### src/rtl/shade_pkg.sv
// Shared definitions for the shade ramp controller: time-code encodings and
// the per-channel motor direction state.
package shade_pkg;

    localparam logic [3:0] TC_OFF   = 4'b0000;
    localparam logic [3:0] TC_NOON  = 4'b0001;
    localparam logic [3:0] TC_DUSK  = 4'b0010;
    localparam logic [3:0] TC_USER  = 4'b0100;
    localparam logic [3:0] TC_NIGHT = 4'b1000;

    typedef enum logic [1:0] {
        IDLE,
        UP,
        DOWN
    } shade_st_t;

endpackage

### src/rtl/shade_channel.sv
// One shade channel: direction FSM, position register and at-target flag.
// Position only moves on a prescaler tick, one level per tick.
module shade_channel
    import shade_pkg::*;
#(
    parameter int LW = 4
) (
    input  logic          clk,
    input  logic          rst,
    input  logic          tick,
    input  logic [LW-1:0] target,
    output logic [LW-1:0] pos,
    output logic          moving,
    output logic          at_target
);

    shade_st_t     state;
    shade_st_t     state_nxt;
    logic [LW-1:0] pos_nxt;

    always_ff @(posedge clk) begin
        if (rst) begin
            state     <= IDLE;
            pos       <= '0;
            at_target <= 1'b1;
        end else begin
            state     <= state_nxt;
            pos       <= pos_nxt;
            at_target <= (pos == target);
        end
    end

    // A target on the far side while moving parks the motor for one tick
    // before it may start the other way (reversal dwell).
    always_comb begin
        state_nxt = state;
        pos_nxt   = pos;
        if (tick) begin
            case (state)
                IDLE: begin
                    if (target > pos) begin
                        state_nxt = UP;
                        pos_nxt   = pos + 1'b1;
                    end else if (target < pos) begin
                        state_nxt = DOWN;
                        pos_nxt   = pos - 1'b1;
                    end
                end
                UP: begin
                    if (target > pos) pos_nxt = pos + 1'b1;
                    else              state_nxt = IDLE;
                end
                DOWN: begin
                    if (target < pos) pos_nxt = pos - 1'b1;
                    else              state_nxt = IDLE;
                end
                default: state_nxt = IDLE;
            endcase
        end
    end

    assign moving = (state != IDLE);

endmodule

### src/rtl/shade_ramp_ctrl.sv
// Multi-window shade controller: decodes the time code into per-channel
// targets and ramps each shade channel toward its target at a paced rate.
module shade_ramp_ctrl
    import shade_pkg::*;
#(
    parameter int CH         = 2,
    parameter int LW         = 4,
    parameter int STEP_DIV   = 8,
    parameter int DUSK_LEVEL = 11
) (
    input  logic                                clk,
    input  logic                                rst,
    input  logic [3:0]                          tcode,
    input  logic [CH*LW-1:0]                    ulight,
    input  logic                                ovr_valid,
    input  logic [((CH > 1) ? $clog2(CH) : 1)-1:0] ovr_ch,
    input  logic [LW-1:0]                       ovr_level,
    output logic                                ovr_ready,
    output logic [CH*LW-1:0]                    wshade,
    output logic [CH-1:0]                       moving,
    output logic [CH-1:0]                       at_target
);

    localparam int CHW  = (CH > 1) ? $clog2(CH) : 1;
    localparam int LMAX = (1 << LW) - 1;
    localparam int CNTW = $clog2(STEP_DIV);

    logic [CNTW-1:0]          cnt;
    logic                     tick;
    logic [3:0]               tcode_q;
    logic                     tcode_chg;
    logic [CH-1:0]            ovr_flag;
    logic [CH-1:0][LW-1:0]    ovr_lvl;
    logic [CH-1:0][LW-1:0]    target;

    assign tick      = (cnt == CNTW'(STEP_DIV - 1));
    assign tcode_chg = (tcode != tcode_q);
    assign ovr_ready = !rst;

    always_ff @(posedge clk) begin
        if (rst)       cnt <= '0;
        else if (tick) cnt <= '0;
        else           cnt <= cnt + 1'b1;
    end

    // A time-code change releases every pinned channel, even one being
    // pinned in the same cycle; indices past the last channel match nothing.
    always_ff @(posedge clk) begin
        if (rst) begin
            tcode_q  <= TC_OFF;
            ovr_flag <= '0;
            ovr_lvl  <= '0;
        end else begin
            tcode_q <= tcode;
            if (tcode_chg) begin
                ovr_flag <= '0;
            end else if (ovr_valid && ovr_ready) begin
                for (int i = 0; i < CH; i++) begin
                    if (ovr_ch == CHW'(i)) begin
                        ovr_flag[i] <= 1'b1;
                        ovr_lvl[i]  <= ovr_level;
                    end
                end
            end
        end
    end

    always_comb begin
        target = '0;
        for (int i = 0; i < CH; i++) begin
            case (tcode)
                TC_NOON: target[i] = LW'(LMAX);
                TC_DUSK: target[i] = LW'(DUSK_LEVEL);
                TC_USER: target[i] = ovr_flag[i] ? ovr_lvl[i] : ulight[i*LW +: LW];
                default: target[i] = '0;
            endcase
        end
    end

    for (genvar g = 0; g < CH; g++) begin : g_ch
        shade_channel #(
            .LW(LW)
        ) u_channel (
            .clk       (clk),
            .rst       (rst),
            .tick      (tick),
            .target    (target[g]),
            .pos       (wshade[g*LW +: LW]),
            .moving    (moving[g]),
            .at_target (at_target[g])
        );
    end

endmodule
### config.mk
export PLATFORM = sky130hd
export DESIGN_NAME = shade_ramp_ctrl
export DESIGN_NICKNAME = d
export VERILOG_FILES = /design/src/rtl/shade_pkg.sv /design/src/rtl/shade_channel.sv /design/src/rtl/shade_ramp_ctrl.sv
export SDC_FILE = /design/constraint.sdc
export NUM_CORES = 1
export LEC_CHECK = 0
export CORE_MARGIN = 3
export CORE_UTILIZATION = 35
export CTS_CLUSTER_SIZE = 12
export DETAILED_ROUTE_END_ITERATION = 7
export SKIP_CTS_REPAIR_TIMING = 1
export SLEW_MARGIN = 20
export SYNTH_ARGS = -nofsm -noshare
export SYNTH_HDL_FRONTEND = slang
export SYNTH_SLANG_ARGS = --single-unit
export TNS_END_PERCENT = 10
### constraint.sdc
create_clock -name clk -period 3.43 [get_ports clk]
set_input_delay 0.8575 -clock clk [delete_from_list [all_inputs] [get_ports clk]]
set_output_delay 0.8575 -clock clk [all_outputs]
set_load 0.01 [all_outputs]
==> flow_summary.toml <==
[layout]
drive_gt1_share_pct = 20.30
layoutNonFillerInstCount = 412
area_growth_pct = 29.36
num_antenna_cells = 0
final_common_cell = "clkdlybuf4s50_1"
mostFrequentLayoutCells = "clkdlybuf4s50_1 (32), dfxtp_1 (31), buf_4 (27), ha_1 (21), mux2i_1 (20)"
num-nets-final = 376

[die]
std_cell_rows = 29
fp.dieArea_um2 = 7832
fp.dieH_um = 88.50
chipWidth_um = 88.50
core_area_um2 = 6459
io_pins = 33
start_util_pct = 36.88

[timing]
setup_viol = 0
worstMarginPinSlew_ns = 0.4043
drv_slew = 0
maxSlewHeadroom_pct = 72.84
finalHoldWorstSlack_ns = 0.4287
rsz0062_at_grt = "yes"
fin_crit_ns = 3.326
finalHoldViolations = 0
fmax_mhz = 300.7
clock_skew_ns = 0.01308
post-route-period-util_pct = 96.95

[global_route]
grt_max_degree = 33
antenna_found_initial = 0
grt_pass1_wl_um = 9915
grt_pass1_vias = 2143
grtUsageTotal_pct = 15.98
grt.overflow.total = 0

[power]
powerDensity_nw_per_um2 = 336.7
leakage_uw = 0.001248
switching_share_pct = 27.71
irDropWorstVdd_v = 0.0001740
clkPwrFrac_pct = 37.3
seqPwrFrac_pct = 36.2
pwr-share-comb_pct = 26.5
power_switching_uw = 287.6
intPower_uw = 750.0

[route]
dr_total_vias = 2233
avgViaCountPerCell = 5.420
detail-route-antenna-nets = 0
drt-wirelength-per-cell_um = 14.42
drt_iter0_drc = 84
firstDrtPassIters = 4
routed_wirelength_um = 5942
route.detailed.drc = 0

[synthesis]
async_flop_share_pct = 0
ys_ff_latch = 31
synth_ff_type = "dfxtp_1"
yosysTopAreaCell = "dfxtp_1"
synth_top_family_by_area = "simple AND/OR/NAND/NOR gates"
synthAdderAreaFrac_pct = 11.55
syn_avg_cell_area_um2 = 8.418
synthSimpleGateAreaFrac_pct = 23.00
synth_cells = 283
synth-edff-count = 0
synth_compound_area_share_pct = 21.22
synth_warnings = 0
yosysUniqueCellTypes = 50
seq_area_frac_synth_pct = 26.05
synth_xor_area_share_pct = 1.838
synth_area_um2 = 2382
synthMuxAreaShare_pct = 10.29
synth_area_leaders = "dfxtp_1 (26%), ha_1 (12%), mux2i_1 (8.4%)"
synth_nets = 325
synth_top_cell_area_share_pct = 26.05

[place]
io_buffers = 32
place_inst = 403
dp_hpwl_um = 4649
place_congestion = 0.8388

[clocking]
cts_tree = "yes"
ctsRootBufferMaster = "clkbuf_8"
cts_sinks = 31
clockBufferDepth = 2
cts_buffers = 5
cts-htree-levels = 2
clk_latency_ns = 0.29
clk_pin_slew_ns = 0.08

[worst_setup_path]
critPathKind = "primary input to register"
rrSetupSlack_ns = 0.93
cp-start-kind = "primary input"
worst-path-max-fanout = 8
critPathArrivalTime_ns = 3.54
endpoint_kind = "register"
critPathRequiredTime_ns = 3.64

[flow_run]
maxCapViolations = 0

[hold_path]
worst_hold_path_type = "register to register"

[outcome]
status = "completed"
[cells by family (layout without fill, tap and decap cells)]
group,after synthesis,in the layout
and+or+nand+nor,98,98
AOI/OAI and AO/OA,69,69
buffers and inverters,34,86
DFF,31,31
muxes,24,24
adders and majority gates,22,22
xor gates and xnor gates,5,5
[critical path, cell delays in order]
cell and delay (ns):
clkdlybuf4s50_1 0.42, or4b_4 0.60, o21ai_1 0.19, ha_2 0.35
and4_4 0.23, a21oi_2 0.17, o21ai_2 0.10, or4_4 0.49
a41oi_2 0.13
[synth_stat cells (all sizes together), types with 7 or more instances]
cell	instances
a21oi	23
buf	7
clkbuf	8
dfxtp	31
ha	22
inv	19
mux2i	20
nand2	18
nand3	13
nand4	7
nor2	19
nor2b	9
nor3	13
o21ai	16
[worst paths after layout]
check,startpoint,to,cells past startpoint
worst max-delay path,tcode[1],g_ch[0].u_channel.pos[2]$_SDFFE_PP0P_,9
worst min-delay path,cnt[0]$_SDFF_PP0_,cnt[0]$_SDFF_PP0_,1
worst max register to register,ovr_flag[1]$_SDFFE_PP0P_,g_ch[1].u_channel.pos[1]$_SDFFE_PP0P_,10
worst min register to register,cnt[0]$_SDFF_PP0_,cnt[0]$_SDFF_PP0_,1
[routing by layer]
metal	up-vias	wire length (µm)	global-route usage, %
met5	-	0	0
met4	0	48	4.945
met3	5	196	3.166
met2	35	2803	25.36
met1	1056	2893	21.87
li1	1137	-	-
[final cells by class]
class | count | area (µm²)
fillers | 630 | 3377
multi-input cells | 218 | 1653
flip-flops and latches | 31 | 620.6
repair buffers | 59 | 523.0
well taps | 77 | 96.34
clock buffers | 6 | 82.58
inverters | 19 | 71.32
clock inverters | 2 | 35.03
[power by group through the flow]
stage          Clock, µW  Combinational [µW]  Sequential (µW)
2_1_floorplan          0                 150              383
3_3_place_gp           0                 259              384
3_5_place_dp           0                 261              384
4_1_cts              392                 262              376
5_1_grt              408                 302              377
6_report             387                 275              376
[per-stage QoR]
| stage | total power (µW) | setup TNS (ns) | utilization [%] | instance area (µm²) | setup WS [ns] |
|---|---|---|---|---|---|
| after global placement | 643.0 | -4.187 | 45.23 | 2922 | -0.4345 |
| final | 1038 | 0 | 47.71 | 3082 | 0.1045 |
| after CTS | 1030 | -1.024 | 47.06 | 3039 | -0.2116 |
| after floorplan | 533.1 | 0 | - | 2382 | 0.1193 |
| after global routing | 1086 | -0.01373 | 47.71 | 3082 | -0.01373 |
| after detailed placement | 644.8 | -4.450 | 45.23 | 2922 | -0.4976 |
[state kept, by name (all words and copies together), names as in the netlist]
name,cells
g_ch.u_channel.at_target,2
g_ch.u_channel.state,4
cnt,3
ovr_lvl,8
g_ch.u_channel.pos,8
ovr_flag,2
tcode_q,4
Note: power is estimated with default switching activity, not from simulation.
